<file path="src/rtl/qif_pkg.sv">
// Shared definitions for the QIF spike decoding path.
//   - CNT_W_DEFAULT : default width of spike count, ISI and window length
//   - dec_state_e   : window sequencing states (idle, counting, window wrap-up)
package qif_pkg;

    localparam int unsigned CNT_W_DEFAULT = 8;

    typedef enum logic [1:0] {
        StIdle  = 2'd0,
        StCount = 2'd1,
        StWrap  = 2'd2
    } dec_state_e;

endpackage

</file>
<file path="src/rtl/spike_edge_detect.sv">
// Rising-edge detector for a level spike train.
//   clk        : clock
//   rst_n      : asynchronous active-low reset (registered copy cleared to 0)
//   spike_in   : spike level input, any pulse width
//   spike_edge : one-cycle pulse when spike_in is high and was low last cycle
module spike_edge_detect (
    input  logic clk,
    input  logic rst_n,
    input  logic spike_in,
    output logic spike_edge
);

    logic spike_q;

    always_ff @(posedge clk or negedge rst_n) begin
        if (!rst_n) begin
            spike_q <= 1'b0;
        end else begin
            spike_q <= spike_in;
        end
    end

    assign spike_edge = spike_in & ~spike_q;

endmodule

</file>
<file path="src/rtl/spike_decoder.sv">
// Rate and inter-spike-interval decoder for a QIF neuron spike train.
// Counts spike edges over a programmable window and tracks the interval
// between the two most recent edges; each completed window is offered to a
// valid/ready output register.
//   clk       : clock
//   rst_n     : asynchronous active-low reset
//   spike_in  : spike level input
//   enable    : 1 = decode, 0 = stop and return to idle
//   win_len   : window length in cycles, 0 means 2^CNT_W
//   rate_out  : spikes counted in the last completed window
//   isi_out   : cycles between the two most recent spike edges
//   out_valid : rate_out/isi_out hold an unconsumed result
//   out_ready : consumer accepts the result while out_valid=1
//   overrun   : sticky, a completed window result was dropped
module spike_decoder
    import qif_pkg::*;
#(
    parameter int unsigned CNT_W = CNT_W_DEFAULT
) (
    input  logic             clk,
    input  logic             rst_n,
    input  logic             spike_in,
    input  logic             enable,
    input  logic [CNT_W-1:0] win_len,
    output logic [CNT_W-1:0] rate_out,
    output logic [CNT_W-1:0] isi_out,
    output logic             out_valid,
    input  logic             out_ready,
    output logic             overrun
);

    localparam logic [CNT_W-1:0] CntMax = '1;
    localparam logic [CNT_W-1:0] CntOne = CNT_W'(1);

    logic spike_edge;

    spike_edge_detect u_edge (
        .clk        (clk),
        .rst_n      (rst_n),
        .spike_in   (spike_in),
        .spike_edge (spike_edge)
    );

    dec_state_e       state_q, state_d;
    logic [CNT_W-1:0] len_q, len_d;
    logic [CNT_W-1:0] win_cnt_q, win_cnt_d;
    logic [CNT_W-1:0] spk_cnt_q, spk_cnt_d;
    logic [CNT_W-1:0] isi_cnt_q, isi_cnt_d;
    logic [CNT_W-1:0] isi_reg_q, isi_reg_d;
    logic [CNT_W-1:0] rate_q, rate_d;
    logic [CNT_W-1:0] isi_out_q, isi_out_d;
    logic             valid_q, valid_d;
    logic             overrun_q, overrun_d;

    logic last_cycle;
    logic load_req;
    logic load;

    // win_cnt holds the index of the current window cycle (1..len). A zero
    // length wraps the counter back to 0 after 2^CNT_W cycles, which then
    // matches len_q = 0 without needing an extra counter bit.
    assign last_cycle = (win_cnt_q == len_q);

    // Window sequencing and spike counting
    always_comb begin
        state_d   = state_q;
        len_d     = len_q;
        win_cnt_d = win_cnt_q;
        spk_cnt_d = spk_cnt_q;
        load_req  = 1'b0;

        case (state_q)
            StIdle: begin
                win_cnt_d = '0;
                spk_cnt_d = '0;
                if (enable) begin
                    state_d   = StCount;
                    len_d     = win_len;
                    win_cnt_d = CntOne;
                end
            end

            StCount: begin
                if (!enable) begin
                    // Partial window is discarded
                    state_d   = StIdle;
                    win_cnt_d = '0;
                    spk_cnt_d = '0;
                end else begin
                    if (spike_edge && (spk_cnt_q != CntMax)) begin
                        spk_cnt_d = spk_cnt_q + CntOne;
                    end
                    if (last_cycle) begin
                        state_d   = StWrap;
                        win_cnt_d = '0;
                    end else begin
                        win_cnt_d = win_cnt_q + CntOne;
                    end
                end
            end

            StWrap: begin
                // The window is already complete, so its result is offered
                // even if enable drops during this cycle.
                load_req = 1'b1;
                if (enable) begin
                    state_d   = StCount;
                    len_d     = win_len;
                    win_cnt_d = CntOne;
                    // An edge seen while wrapping up belongs to the new window
                    spk_cnt_d = spike_edge ? CntOne : '0;
                end else begin
                    state_d   = StIdle;
                    win_cnt_d = '0;
                    spk_cnt_d = '0;
                end
            end

            default: begin
                state_d   = StIdle;
                win_cnt_d = '0;
                spk_cnt_d = '0;
            end
        endcase
    end

    // Inter-spike interval tracking; runs independently of window state
    always_comb begin
        isi_cnt_d = isi_cnt_q;
        isi_reg_d = isi_reg_q;
        if (enable) begin
            if (spike_edge) begin
                isi_reg_d = (isi_cnt_q == CntMax) ? CntMax : isi_cnt_q + CntOne;
                isi_cnt_d = '0;
            end else if (isi_cnt_q != CntMax) begin
                isi_cnt_d = isi_cnt_q + CntOne;
            end
        end
    end

    // Output register with valid/ready handshake
    assign load = load_req && (!valid_q || out_ready);

    always_comb begin
        rate_d    = rate_q;
        isi_out_d = isi_out_q;
        valid_d   = valid_q;
        overrun_d = overrun_q;
        if (load) begin
            rate_d    = spk_cnt_q;
            isi_out_d = isi_reg_q;
            valid_d   = 1'b1;
        end else if (valid_q && out_ready) begin
            valid_d = 1'b0;
        end
        if (load_req && !load) begin
            overrun_d = 1'b1;
        end
    end

    always_ff @(posedge clk or negedge rst_n) begin
        if (!rst_n) begin
            state_q   <= StIdle;
            len_q     <= '0;
            win_cnt_q <= '0;
            spk_cnt_q <= '0;
            isi_cnt_q <= CntMax;
            isi_reg_q <= CntMax;
            rate_q    <= '0;
            isi_out_q <= '0;
            valid_q   <= 1'b0;
            overrun_q <= 1'b0;
        end else begin
            state_q   <= state_d;
            len_q     <= len_d;
            win_cnt_q <= win_cnt_d;
            spk_cnt_q <= spk_cnt_d;
            isi_cnt_q <= isi_cnt_d;
            isi_reg_q <= isi_reg_d;
            rate_q    <= rate_d;
            isi_out_q <= isi_out_d;
            valid_q   <= valid_d;
            overrun_q <= overrun_d;
        end
    end

    assign rate_out  = rate_q;
    assign isi_out   = isi_out_q;
    assign out_valid = valid_q;
    assign overrun   = overrun_q;

endmodule

</file>
<file path="config.mk">
export PLATFORM = sky130hd
export DESIGN_NAME = spike_decoder
export DESIGN_NICKNAME = d
export VERILOG_FILES = /design/src/rtl/qif_pkg.sv /design/src/rtl/spike_edge_detect.sv /design/src/rtl/spike_decoder.sv
export SDC_FILE = /design/constraint.sdc
export NUM_CORES = 1
export LEC_CHECK = 0
export CAP_MARGIN = 15
export CORE_ASPECT_RATIO = 1.4
export CORE_UTILIZATION = 51
export CTS_BUF_LIST = sky130_fd_sc_hd__clkbuf_8
export CTS_CLUSTER_DIAMETER = 40
export DETAILED_ROUTE_END_ITERATION = 8
export GPL_ROUTABILITY_DRIVEN = 0
export PLACE_DENSITY = 0.82
export SYNTH_ARGS = -nofsm -noshare
export SYNTH_HDL_FRONTEND = slang
export SYNTH_HIERARCHICAL = 1
export SYNTH_SLANG_ARGS = --single-unit
</file>
<file path="constraint.sdc">
create_clock -name clk -period 5 [get_ports clk]
set_input_delay 1.25 -clock clk [delete_from_list [all_inputs] [get_ports clk]]
set_output_delay 1.25 -clock clk [all_outputs]
set_load 0.01 [all_outputs]
</file>
==> results.md <==
- Yosys cell types: 46
- Vias per cell: 5.558
- First-pass GRT wire length: 9363 um
- Diode count: 0
- CP Capture Type: flop
- Critical R2R Launch: isi_cnt_q[0]
- I/O pins: 31
- Iter 0 DRT Violations: 65
- Avg Inst Size Synth: 11.40 um^2
- Die W: between 60 and 70 um
- Clock Sinks: 61
- Post-synth top flop: dfrtp_1
- Vias in the first global route: 2,053
- CP Cell Sequence: clkdlybuf4s50_1, nand2_1, or4_1, o21ai_0
- Pin count of the biggest net entering global routing: 62
- RSZ-0062 raised after global routing: false
- Multi-input gate area: 1300 um^2
- RR Endpoint: isi_cnt_q[6]
- Post-CTS Setup Repair Bufs: 0
- M1 GR Usage: approximately a quarter
- Starting density of the core: 52.78%
- Fin crit period: approximately 2700 ps
- Dpl cells: 348
- Register area: 1546 um^2
- Max-Cap Viols: 0
- Hold Path End: overrun
- Post-cts sizing count: 0
- Synth Cell Area: 2895 um^2
- Post-CTS Hold Fix Bufs: 0
- Hold wc startpoint: overrun
- Worst R2R Setup Slack: about 3100 ps
- Clock buffer depth: 2
- Core area: roughly 5500 um^2
- Num CTS Buffers: 9
- CTS tree: yes
- Critical path class: in -> reg
- Routed Antenna Nets: 0
- Final slew viol count: 0
- Share of layout cells above drive strength 1: 21.62%
- Register clock-pin slew on the reported worst setup and hold paths: 70 ps
- Syn-to-layout area delta: 20.09%
- Register area share after synthesis: 53.41%
- Slew headroom: 51.19%
- Skew-Pair Late Insertion Delay: ~350 ps
- Worst hold margin: 474.4 ps
- M2 GR Usage: between 30 and 40%
- DRC Markers: 0
- Filler instances: 426
- Worst path max stage delay: about 740 ps
- Final wirelength: 5246 um
- DP HPWL: between 3000 and 4000 um
- Fmax: 375.0 MHz
- Initial antenna violation count: 0
- Final TNS setup: 0 ps
- WL/cell: around 14 um
- Clock skew: approximately 7.5 ps
- Gr ovfl total: 0
- Most Crowded Layer GR: met2
- First-pass DRT Iterations: 4
- Synth async-reset ratio: 100.0%
- Die footprint: 5987 um^2
- Hold Fails Final Rpt: 0
- Vias: 2,023
- CP startpoint kind: primary input
- Syn Nets: 274
- Grt met3 use: 6.784%
- H-tree depth: 3
- Final Power: 1.525 mW
- Worst-case reg-to-reg path depth: 5
- P_leak: 1.454 nW
- Layout Nets: 311
- Cell count after synthesis: 254
- Worst hold stages: 1
- VDD IR-drop max: 0.2755 mV
- Endpoints failing setup: 0
- Yosys reg bits: 61
- # port buffers: 30
- Rows: 32
- Max FO, Critical Path: 10
- Slowest CP cell: clkdlybuf4s50_1
- WP data required: 5270 ps
- EDFF count, synth: 0
- Fin crit share: a little over half
- Worst slew pin tran: ~730 ps
- Synthesis warning total: 6
- Tightest Hold Check Type: reg -> reg
- Clk root buf: clkbuf_8
- Non-Filler Instances: 364
- Die Span Y: approximately 90 um
- Cell Pwr Density: approximately 440 nW/um^2
- Status: finished clean
- Crit path DAT: 2940 ps
- Tot GR Track Use: about a fifth
## per-stage QoR
stage	setup WS, ps	util, %	area (um^2)
2_1_floorplan	2685	-	2895
3_3_place_gp	2033	59.44	3261
3_5_place_dp	1957	59.44	3261
4_1_cts	2331	63.39	3477
5_1_grt	2249	63.39	3477
6_report	2333	63.39	3477
## how the worst max path moves through the flow
stage / from / to / slack (ps) / cells past startpoint
2_1_floorplan: out_ready / isi_out[7] / 2680 / 4
3_3_place_gp: enable / spk_cnt_q[4] / 2030 / 4
3_5_place_dp: enable / spk_cnt_q[4] / 1960 / 4
4_1_cts: enable / spk_cnt_q[4] / 2330 / 4
5_1_grt: enable / spk_cnt_q[4] / 2250 / 4
6_report: enable / spk_cnt_q[4] / 2330 / 4
## metal layers
metal  up-vias  wire, um
li1        973         -
met1       986      2305
met2        49      2575
met3        15       207
met4         0       157
met5         -         0
## sequential cells by signal, indices dropped and copies added (netlist names)
signal / flops
state_q: 2
isi_out: 8
spk_cnt_q: 8
u_edge/spike_q: 1
isi_reg_q: 8
overrun: 1
win_cnt_q: 8
isi_cnt_q: 8
rate_out: 8
out_valid: 1
len_q: 8
## synth_stat cells (2+ instances only)
cell        n  share of area, %
a21oi_1     8               1.4
and2_1      5               1.1
xor2_1      7               2.1
buf_2       3              0.52
inv_1       7              0.91
nand2_1    25               3.2
o21ai_0    12               2.1
o21bai_1    2              0.52
nor3_1      3              0.52
nand2b_1    4              0.86
or2_2       3              0.65
o21ai_1     3              0.52
a31oi_1     4              0.86
ha_1        7               3.0
nand3b_1    2              0.52
o31ai_1     3              0.78
clkbuf_1    2              0.26
and3_1      2              0.43
or3_1       2              0.43
mux2_2     23               8.9
nor2_1     16               2.1
nand3_1     8               1.4
xnor2_1    11               3.3
nand4_1     4              0.86
o211ai_1    4               1.0
o2bb2ai_1   2              0.61
o21a_1      4               1.0
dfstp_2    16                15
dfrtp_1    45                39
## logic make-up after synthesis
group / share of synthesized area [%]
flops: 53.41
fa+ha+maj: 3.025
mux: 9.291
xor+xnor: 5.445
buf+inv: 1.686
compound gates: 13.05
simple gates: 14.09
## critical path, delay by kind of cell
kind,cells,cell delay (ps)
and+or+nand+nor,2,860
buffers and inverters,1,740
AOI/OAI and AO/OA,1,90
## power by group
part	total (mW)	leakage [nW]	internal, mW	switching (mW)
clock	0.478	0.117	0.289	0.189
combinational	0.355	0.571	0.187	0.168
sequential	0.693	0.766	0.614	0.0783
## layout by cell type, fill, tap and decap left out, types with 5 or more instances in the layout
| cell type | Yosys | final |
|---|---|---|
| inv_1 | 7 | 8 |
| and2_1 | 5 | 5 |
| nand3_1 | 8 | 8 |
| o21ai_0 | 12 | 12 |
| xnor2_1 | 11 | 11 |
| clkbuf_8 | 0 | 10 |
| clkdlybuf4s50_1 | 0 | 29 |
| dfstp_2 | 16 | 16 |
| nor2_1 | 16 | 16 |
| dfrtp_1 | 45 | 45 |
| xor2_1 | 7 | 7 |
| a21oi_1 | 8 | 8 |
| mux2_2 | 23 | 23 |
| nand2_1 | 25 | 25 |
| ha_1 | 7 | 7 |
## layout make-up
cell class	instances	share of cell area, %
Clock buffer	10	3.958
Clock inverter	6	2.267
Inverter	7	0.7557
Multi-Input combinational cell	181	37.39
Sequential cell	61	44.48
Tap cell	68	2.447
Timing Repair Buffer	31	8.708
No activity file was read; power rests on OpenSTA's default activity.
